$ cat src/rtl/ro_meas_sequencer_pkg.sv
// Shared types and constants for the ring-oscillator measurement sequencer.
package ro_seq_pkg;

   typedef enum logic [2:0] {
      S_IDLE,
      S_STRESS,
      S_SETTLE,
      S_SNAP,
      S_GATE,
      S_DRAIN,
      S_CAPTURE
   } seq_state_t;

   localparam int unsigned DRAIN_CYCLES = 2;
   localparam int unsigned AVG_WINDOWS  = 4;
   localparam int unsigned TMR_W        = 32;

   // A state lasting n clocks loads n-1; n=0 is treated as a single clock.
   function automatic logic [TMR_W-1:0] tmr_load_val(input int unsigned n);
      return (n == 0) ? '0 : TMR_W'(n - 1);
   endfunction

endpackage

$ cat src/rtl/ro_meas_sequencer_if.sv
// Control/data bundle between the sequencer, the RO/counter pair and the display path.
interface ro_meas_sequencer_if #(
   parameter int unsigned CNT_W = 16
);
   logic             start;
   logic             continuous;
   logic             abort;
   logic [CNT_W-1:0] cnt_value;
   logic             ro_stress;
   logic             ro_mode;
   logic             cnt_enable;
   logic             busy;
   logic [CNT_W-1:0] result;
   logic             result_valid;

   modport master (
      output start, continuous, abort, cnt_value,
      input  ro_stress, ro_mode, cnt_enable, busy, result, result_valid
   );

   modport slave (
      input  start, continuous, abort, cnt_value,
      output ro_stress, ro_mode, cnt_enable, busy, result, result_valid
   );
endinterface

$ cat src/rtl/ro_meas_sequencer_seq_timer.sv
// Loadable down-counter; o_done is high while the count sits at zero.
module seq_timer
   import ro_seq_pkg::*;
(
   input  logic             i_clk,
   input  logic             i_rst_n,
   input  logic             i_load,
   input  logic [TMR_W-1:0] i_load_val,
   output logic             o_done
);

   logic [TMR_W-1:0] r_cnt;

   always_ff @(posedge i_clk or negedge i_rst_n) begin
      if (!i_rst_n) begin
         r_cnt <= '0;
      end else if (i_load) begin
         r_cnt <= i_load_val;
      end else if (r_cnt != '0) begin
         r_cnt <= r_cnt - 1'b1;
      end
   end

   assign o_done = (r_cnt == '0);

endmodule

$ cat src/rtl/ro_meas_sequencer.sv
// Stress/settle/gate sequencer producing a per-window ring-edge count.
// Optional RO_SEQ_AVG_EN: four gate windows per run, result is their truncated mean.
module ro_meas_sequencer
   import ro_seq_pkg::*;
#(
   parameter int unsigned STRESS_CYCLES = 1000000,
   parameter int unsigned SETTLE_CYCLES = 1000,
   parameter int unsigned GATE_CYCLES   = 50000,
   parameter int unsigned CNT_W         = 16
) (
   input  logic                fpga_clk1,
   input  logic                reset_n,
   ro_meas_sequencer_if.slave  bus
);

   localparam seq_state_t       FIRST_ST   = (STRESS_CYCLES == 0) ? S_SETTLE : S_STRESS;
   localparam logic [TMR_W-1:0] FIRST_LOAD = (STRESS_CYCLES == 0) ? tmr_load_val(SETTLE_CYCLES)
                                                                   : tmr_load_val(STRESS_CYCLES);

   seq_state_t       r_state;
   seq_state_t       w_nxt;
   logic             w_tmr_load;
   logic [TMR_W-1:0] w_tmr_val;
   logic             w_tmr_done;
   logic             w_last_win;
   logic [CNT_W-1:0] w_win_cnt;
   logic [CNT_W-1:0] r_snap_start;
   logic [CNT_W-1:0] r_result;
   logic             r_result_valid;
   logic             r_ro_stress;
   logic             r_ro_mode;
   logic             r_cnt_en;
   logic             r_busy;

   seq_timer u_timer (
      .i_clk      (fpga_clk1),
      .i_rst_n    (reset_n),
      .i_load     (w_tmr_load),
      .i_load_val (w_tmr_val),
      .o_done     (w_tmr_done)
   );

   // Wrap-safe: modular subtraction hides counter rollover inside the window.
   assign w_win_cnt = bus.cnt_value - r_snap_start;

`ifdef RO_SEQ_AVG_EN
   localparam int unsigned WIN_W = $clog2(AVG_WINDOWS);

   logic [CNT_W+1:0] r_sum;
   logic [WIN_W-1:0] r_win;

   assign w_last_win = (r_win == WIN_W'(AVG_WINDOWS - 1));

   always_ff @(posedge fpga_clk1 or negedge reset_n) begin
      if (!reset_n) begin
         r_sum <= '0;
         r_win <= '0;
      end else if (r_state == S_IDLE || r_state == S_CAPTURE) begin
         r_sum <= '0;
         r_win <= '0;
      end else if (r_state == S_DRAIN && w_tmr_done && !bus.abort) begin
         r_sum <= r_sum + {2'b00, w_win_cnt};
         r_win <= r_win + 1'b1;
      end
   end
`else
   assign w_last_win = 1'b1;
`endif

   // Timer loads coincide with entry into each timed state.
   always_comb begin
      w_nxt      = r_state;
      w_tmr_load = 1'b0;
      w_tmr_val  = '0;
      if (bus.abort) begin
         w_nxt = S_IDLE;
      end else begin
         case (r_state)
            S_IDLE: if (bus.start) begin
               w_nxt      = FIRST_ST;
               w_tmr_load = 1'b1;
               w_tmr_val  = FIRST_LOAD;
            end
            S_STRESS: if (w_tmr_done) begin
               w_nxt      = S_SETTLE;
               w_tmr_load = 1'b1;
               w_tmr_val  = tmr_load_val(SETTLE_CYCLES);
            end
            S_SETTLE: if (w_tmr_done) w_nxt = S_SNAP;
            S_SNAP: begin
               w_nxt      = S_GATE;
               w_tmr_load = 1'b1;
               w_tmr_val  = tmr_load_val(GATE_CYCLES);
            end
            S_GATE: if (w_tmr_done) begin
               w_nxt      = S_DRAIN;
               w_tmr_load = 1'b1;
               w_tmr_val  = tmr_load_val(DRAIN_CYCLES);
            end
            S_DRAIN: if (w_tmr_done) w_nxt = w_last_win ? S_CAPTURE : S_SNAP;
            S_CAPTURE: begin
               if (bus.continuous) begin
                  w_nxt      = FIRST_ST;
                  w_tmr_load = 1'b1;
                  w_tmr_val  = FIRST_LOAD;
               end else begin
                  w_nxt = S_IDLE;
               end
            end
            default: w_nxt = S_IDLE;
         endcase
      end
   end

   always_ff @(posedge fpga_clk1 or negedge reset_n) begin
      if (!reset_n) begin
         r_state        <= S_IDLE;
         r_ro_stress    <= 1'b0;
         r_ro_mode      <= 1'b0;
         r_cnt_en       <= 1'b0;
         r_busy         <= 1'b0;
         r_snap_start   <= '0;
         r_result       <= '0;
         r_result_valid <= 1'b0;
      end else begin
         r_state        <= w_nxt;
         r_ro_stress    <= (w_nxt == S_STRESS);
         r_ro_mode      <= (w_nxt inside {[S_SETTLE:S_CAPTURE]});
         r_cnt_en       <= (w_nxt == S_GATE);
         r_busy         <= (w_nxt != S_IDLE);
         r_result_valid <= 1'b0;
         if (r_state == S_SNAP) begin
            r_snap_start <= bus.cnt_value;
         end
         if (r_state == S_CAPTURE && !bus.abort) begin
`ifdef RO_SEQ_AVG_EN
            r_result <= r_sum[CNT_W+1:2];
`else
            r_result <= w_win_cnt;
`endif
            r_result_valid <= 1'b1;
         end
      end
   end

   assign bus.ro_stress    = r_ro_stress;
   assign bus.ro_mode      = r_ro_mode;
   assign bus.cnt_enable   = r_cnt_en;
   assign bus.busy         = r_busy;
   assign bus.result       = r_result;
   assign bus.result_valid = r_result_valid;

endmodule

$ cat src/flat_wrapper.sv
// flat-port wrapper written by rule: the top's interface ports become plain ports
module ro_meas_sequencer_flat import ro_seq_pkg::*;
#(
   parameter int unsigned STRESS_CYCLES = 1000000,
   parameter int unsigned SETTLE_CYCLES = 1000,
   parameter int unsigned GATE_CYCLES   = 50000,
   parameter int unsigned CNT_W         = 16
)
  (fpga_clk1, reset_n, bus_start, bus_continuous, bus_abort, bus_cnt_value, bus_ro_stress, bus_ro_mode, bus_cnt_enable, bus_busy, bus_result, bus_result_valid);
  ro_meas_sequencer_if #(.CNT_W(CNT_W)) bus_i ();
  input  logic fpga_clk1;
  input  logic reset_n;
  input wire logic [$bits(bus_i.start)-1:0] bus_start;
  input wire logic [$bits(bus_i.continuous)-1:0] bus_continuous;
  input wire logic [$bits(bus_i.abort)-1:0] bus_abort;
  input wire logic [$bits(bus_i.cnt_value)-1:0] bus_cnt_value;
  output wire logic [$bits(bus_i.ro_stress)-1:0] bus_ro_stress;
  output wire logic [$bits(bus_i.ro_mode)-1:0] bus_ro_mode;
  output wire logic [$bits(bus_i.cnt_enable)-1:0] bus_cnt_enable;
  output wire logic [$bits(bus_i.busy)-1:0] bus_busy;
  output wire logic [$bits(bus_i.result)-1:0] bus_result;
  output wire logic [$bits(bus_i.result_valid)-1:0] bus_result_valid;
  assign bus_i.start = bus_start;
  assign bus_i.continuous = bus_continuous;
  assign bus_i.abort = bus_abort;
  assign bus_i.cnt_value = bus_cnt_value;
  assign bus_ro_stress = bus_i.ro_stress;
  assign bus_ro_mode = bus_i.ro_mode;
  assign bus_cnt_enable = bus_i.cnt_enable;
  assign bus_busy = bus_i.busy;
  assign bus_result = bus_i.result;
  assign bus_result_valid = bus_i.result_valid;
  ro_meas_sequencer #(.STRESS_CYCLES(STRESS_CYCLES), .SETTLE_CYCLES(SETTLE_CYCLES), .GATE_CYCLES(GATE_CYCLES), .CNT_W(CNT_W)) u_core (.fpga_clk1(fpga_clk1), .reset_n(reset_n), .bus(bus_i));
endmodule
$ cat config.mk
export PLATFORM = sky130hd
export DESIGN_NAME = ro_meas_sequencer_flat
export DESIGN_NICKNAME = d
export VERILOG_FILES = /design/src/rtl/ro_meas_sequencer_pkg.sv /design/src/rtl/ro_meas_sequencer_if.sv /design/src/rtl/ro_meas_sequencer_seq_timer.sv /design/src/rtl/ro_meas_sequencer.sv /design/src/flat_wrapper.sv
export SDC_FILE = /design/constraint.sdc
export NUM_CORES = 1
export LEC_CHECK = 0
export CORE_ASPECT_RATIO = 0.7
export CORE_MARGIN = 5
export CORE_UTILIZATION = 52
export CTS_BUF_LIST = sky130_fd_sc_hd__clkbuf_16
export DETAILED_ROUTE_END_ITERATION = 12
export GPL_ROUTABILITY_DRIVEN = 1
export PLACE_DENSITY = 0.77
export RECOVER_POWER = 100
export SLEW_MARGIN = 15
export SYNTH_ARGS = -nofsm -noshare
export SYNTH_HDL_FRONTEND = slang
export SYNTH_SLANG_ARGS = --single-unit
$ cat constraint.sdc
create_clock -name fpga_clk1 -period 2.4 [get_ports fpga_clk1]
set_input_delay 0.48 -clock fpga_clk1 [delete_from_list [all_inputs] [get_ports fpga_clk1]]
set_output_delay 0.48 -clock fpga_clk1 [all_outputs]
set_load 0.02 [all_outputs]
## Word level (Yosys, flattened, before mapping)

Index checks and enable logic that the tools add are counted.

- Divide/modulo/power cells: 0
- Reduce and logical (&&, ||, !) cells: 9
- $lt $le $gt $ge: 2
- Bitwise operators: 0
- Add/subtract/negate cells: 2
- Equal/unequal tests: 8
- Shifts and indexed selects: 0
- Mux-type cells: 22
- $mul: 0

Operator list:

| cell | number |
|---|---|
| 32-bit one-hot mux with 5 select lines | 1 |
| 32-bit two-way mux | 3 |
| 20-bit two-way mux | 2 |
| 32-bit logical NOT | 1 |
| 32-bit nonzero test | 1 |
| 32-bit by 1-bit subtractor with 32-bit output (second input constant) | 1 |
| 3-bit one-hot mux with 7 select lines | 1 |
| 3-bit two-way mux | 6 |
| 16-bit subtractor | 1 |
| 3-bit equality test (second input constant) | 4 |
| 10-bit two-way mux | 1 |
| 1-bit two-way mux | 7 |
| 3-bit by 1-bit equality test with 1-bit output (second input constant) | 2 |
| 3-bit by 2-bit equality test with 1-bit output (second input constant) | 2 |
| 1-bit one-hot mux with 4 select lines | 1 |
| 3-bit by 2-bit >= comparator with 1-bit output (second input constant) | 1 |
| 3-bit less-or-equal comparator (second input constant) | 1 |
| 3-bit logical NOT | 1 |
| 3-bit nonzero test | 1 |
| 1-bit logical AND | 2 |
| 2-bit nonzero test | 1 |
| 2-bit OR reduction | 1 |
| 1-bit logical NOT | 1 |

- Input bits: 21
- Memory bits (writable): 0
- Memories kept: 0
- Bits in read-only memories: 0
- Logic and storage cells: 52
- Latch bits: 0
- Register bits: 72
- Output and inout port bits: 21

## Logic depth before layout (Yosys ltp)

- Depth in word-level cells: 6
- Gate-level depth with buffers: 10
- Depth with buffers taken out: 9

## By module

Synthesis repeated with hierarchy kept, for this count alone.

- Cell total of the unflattened synthesis: 469
- Area total of the unflattened synthesis: 4364.2 um2

Modules (own cells, without submodules):

| module | instances | seq. area each (um2) | cells an instance | area an instance (um2) |
|---|---|---|---|---|
| ro_meas_sequencer | 1 | 1001.0 | 260 | 2471.1 |
| seq_timer | 1 | 800.8 | 209 | 1893.1 |

## Worst setup path before layout

No wires, ideal clock.

- Path kind: register to register
- From: register u_core.u_timer.r_cnt[2]
- To: register u_core.u_timer.r_cnt[15]
- Buffers on the path: 1
- Cell stages (with the launch flop): 8
- Period minus slack after synthesis: 2.382 ns
- Path slack: 0.018 ns
- Data required time: 2.266 ns
- Setup time: 0.134 ns
- Data arrival time: 2.248 ns
- Cells stage by stage: dfrtp_1 > or4_1 > or2_1 > buf_6 > or3_4 > or4_4 > xor2_1 > o22ai_2

- Cells in the longest elaborated chain, start to end: 5
- Elaborated cells on any way between the ends: 9
- Those cells by class: add/sub: 1; mux: 5; reduce/logical: 3

Ends and longest elaborated chain:

| item | line | RTL |
|---|---|---|
| from (decl) | ro_meas_sequencer_seq_timer.sv:12 | `logic [TMR_W-1:0] r_cnt;` |
| from (signal assigned) | ro_meas_sequencer_seq_timer.sv:18 | `r_cnt <= i_load_val;` |
| from (signal assigned) | ro_meas_sequencer_seq_timer.sv:20 | `r_cnt <= r_cnt - 1'b1;` |
| branches (longest 5 deep; another with 32-bit by 1-bit subtractor with 32-bit output) | - |  |

Parallel ways; which one is timed is not known. The select of a mux whose other input is x is not followed.
A chain may end at the register's enable or synchronous reset.

## Final worst setup path

- From: input port bus_cnt_value[7]
- To: register u_core.r_result[15], in the netlist u_core.bus.result[15]

- Cells in the longest elaborated chain, start to end: 1

Ends and longest elaborated chain:

| item | line | RTL |
|---|---|---|
| from (decl) | flat_wrapper.sv:16 | `input wire logic [$bits(bus_i.cnt_value)-1:0] bus_cnt_value;` |
| 16-bit subtractor | ro_meas_sequencer.sv:44 | `assign w_win_cnt = bus.cnt_value - r_snap_start;` |
| to (signal assigned) | ro_meas_sequencer.sv:139 | `r_result <= w_win_cnt;` |
| to (decl) | ro_meas_sequencer.sv:28 | `logic [CNT_W-1:0] r_result;` |

No other way between the ends.

==> run metrics <==
status=complete, but fails checks; failing checks=max-capacitance violations, max-slew violations, negative setup slack; power density cells=around 620 nW/um2; most common cell after layout, fill and taps aside=dfrtp_1; Reg clk slew, reported paths=roughly 0.050 ns; HP Class=in2reg; Synth Flop Type=dfrtp_1; area delta synth->final=32.5%; Num CTS Buffers=9; Tightest Pin Transition=between 1.5 and 2 ns; Vias=between 3000 and 4000; Syn Inst Count=~430; WS Path Type=in2reg; sequential fraction of the synthesis area=between 40% and 50%; multi-input logic area=around 2300 um2; minimum clock period=between 2 and 2.5 ns; final wirelength=10500 um; top cell type's share of synthesized area=44.0%; Worst Hold Margin=~0.47 ns; Root Buffer=clkbuf_16; Req. time, crit path=approximately 2.6 ns; crit path max fanout=2; I/O Pins=between 40 and 50; Vias/cell=between 5 and 6; layout net count=between 500 and 600; Routed wire per std cell=roughly 17 um; DP Wirelength=around 7000 um; Seq cells post-synth=72; Post-synth ARST share=100%; synthesized area per cell=about 9.4 um2; 1st-iter DRT viols=289; overall die width=between 100 and 150 um; antenna cells=0; Max-Cap Viols=1; GPL Wtd Cong=around 0.8; GRT Util Overall=22.5%; DIE AREA=9770 um2; Yosys Warn Count=0; Buf/Inv on CP=2; maximum root-to-sink buffer count=2; pin count of the biggest net entering global routing=73; 1st-pass router iterations=5; main area contributors after synthesis=dfrtp_1 44%, ha_1 4.9%, xor2_1 4.7%; post-synthesis cell type count=58; Detail Route Antenna Nets=0; Core Area=a little under 8000 um2; setup ws final=-0.0343 ns; Critical Path Slowest Stage Cell=dlygate4sd3_1; CTS tree=built; number of global-route vias before repair=about 3600; register area=between 1500 and 2000 um2; Critical Path End Type=register; clk_lat worst skew=roughly 0.34 ns; effective utilization at floorplan=between 50 and 60%; setup slack at placement=-0.509 ns; Critical Path Source Type=input pin; worst path arrival time=approximately 2.6 ns; Final Hold Fails=0; hold_buf cts=0; post-synth top area cell=dfrtp_1; crit-path leading delay family=buffers and inverters; row cnt=27; relative slew slack=-19.5%; share of layout cells above drive strength 1=approximately a fifth; Leakage=about 2.5 nW; CP max stage delay=just under 0.6 ns; max-slew violations=73; first-pass GRT wire length=17600 um; post-route setup TNS=-0.0343 ns; syn_nets=between 400 and 500; VDD IR max=0.000477 V; Worst Skew=0.00749 ns; post-route core utilization=69.8%; Post-synth EDFFs=0; # fillers=589; Die H=around 84 um; DRC=0; Mapped Area=4090 um2; CP Cell Sequence=dlygate4sd3_1 -> ha_4 -> o21a_1 -> o311a_1 -> o211a_1 -> a2111oi_4 -> buf_4 -> mux2i_1 -> or3_1; CTS H-tree lvls=3; global route total overflow=0; most frequent cells in the layout=72 x dfrtp_1, 50 x buf_4, 42 x nand2_1, 35 x nor2_1, 30 x o21ai_0; Max Freq=0.411 GHz; IO buf count=41; Clock Sinks=72; antenna violations before repair=0; Final period util=101%; final number of setup-violating endpoints=1
-- final timing paths --
kind / startpoint / endpoint / slack [ns] / depth (start not counted)
worst max-delay path: bus_cnt_value[7] / u_core.bus.result[15] / -0.03 / 9
worst min-delay path: bus_cnt_value[0] / u_core.r_snap_start[0] / 0.47 / 3
worst max register to register: u_core.r_snap_start[3] / u_core.bus.result[10] / 0.05 / 11
worst min register to register: u_core.bus.result[5] / u_core.bus.result[5] / 0.48 / 2
max in group asynchronous: reset_n / u_core.r_snap_start[14] / 0.60 / 2
min in group asynchronous: reset_n / u_core.bus.result[3] / 0.73 / 2
-- cell usage after synthesis (all sizes together) (9+ instances only) --
cell	count
dfrtp	72
nor3	9
xnor2	16
or3	11
ha	16
clkbuf	16
xor2	22
nor4	15
nor2	35
a21oi	19
nand2	42
mux2	15
o21ai	32
nand3	11
inv	20
-- routing by layer --
layer  track usage, %  part of all wire (%)  wire length, um  up-vias
met5                0                     0                0        -
met2             34.5                    47             4890      121
li1                 -                     -                -     1711
met3             4.83                   5.9              619       21
met4             6.85                   2.3              243        0
met1             32.1                    45             4710     1730
-- power by group --
group / internal (mW) / total [mW] / switching (mW) / leakage, nW
clock network: 0.670 / 1.15 / 0.477 / 0.135
registers: 1.31 / 1.39 / 0.0759 / 0.902
logic: 0.390 / 0.804 / 0.415 / 1.42
-- layout make-up --
type,instances,share of cell area (%)
clock inverter,6,0.415
multi-input combinational,321,43.1
tap,101,2.33
inverter,21,1.45
sequential,72,33.2
timing repair buffer,97,15.3
clock buffer,9,4.15
-- sequential cells by signal, indices dropped and copies added (netlist names) --
signal / count
u_core.r_state: 3
u_core.bus.cnt_enable: 1
u_core.bus.result: 16
u_core.bus.busy: 1
u_core.r_snap_start: 16
u_core.bus.ro_stress: 1
u_core.bus.result_valid: 1
u_core.u_timer.r_cnt: 32
u_core.bus.ro_mode: 1
-- per-stage QoR --
| stage | cell area [um2] | cells | power [mW] |
|---|---|---|---|
| floorplan | 4090 | 433 | 1.79 |
| finish | 5420 | 627 | 3.34 |
| CTS | 5330 | 626 | 3.32 |
| detailed placement | 4970 | 610 | 2.13 |
| global placement | 4970 | 610 | 2.10 |
| global route | 5420 | 627 | 3.51 |
-- worst reg2reg max path, cell delays in order, from the launching register on --
cell and delay (ns):
dfrtp_1 0.37, inv_1 0.10, ha_4 0.22, buf_4 0.14, o211ai_1 0.24, a21oi_4 0.07, nor4_4 0.33, o31ai_1 0.14
buf_4 0.17, buf_4 0.13, buf_4 0.12, o31ai_1 0.22
-- kinds of logic after synthesis --
kind of cell	share of synthesized area [%]
compound gates	13.5
buf+inv	3.98
xor+xnor	8.13
fa+ha+maj	5.38
simple gates	20.3
mux	4.62
flops	44.0
-- repair_timing --
item | CTS | global route
endpoints found under the hold margin | 0 | 0
cloned | 0 | 0
pin swaps | 8 | 9
setup endpoints to repair | 6 | 35
resized for setup | 20 | 20
setup buffers | 1 | 1
Note: power is estimated with default switching activity, not from simulation.
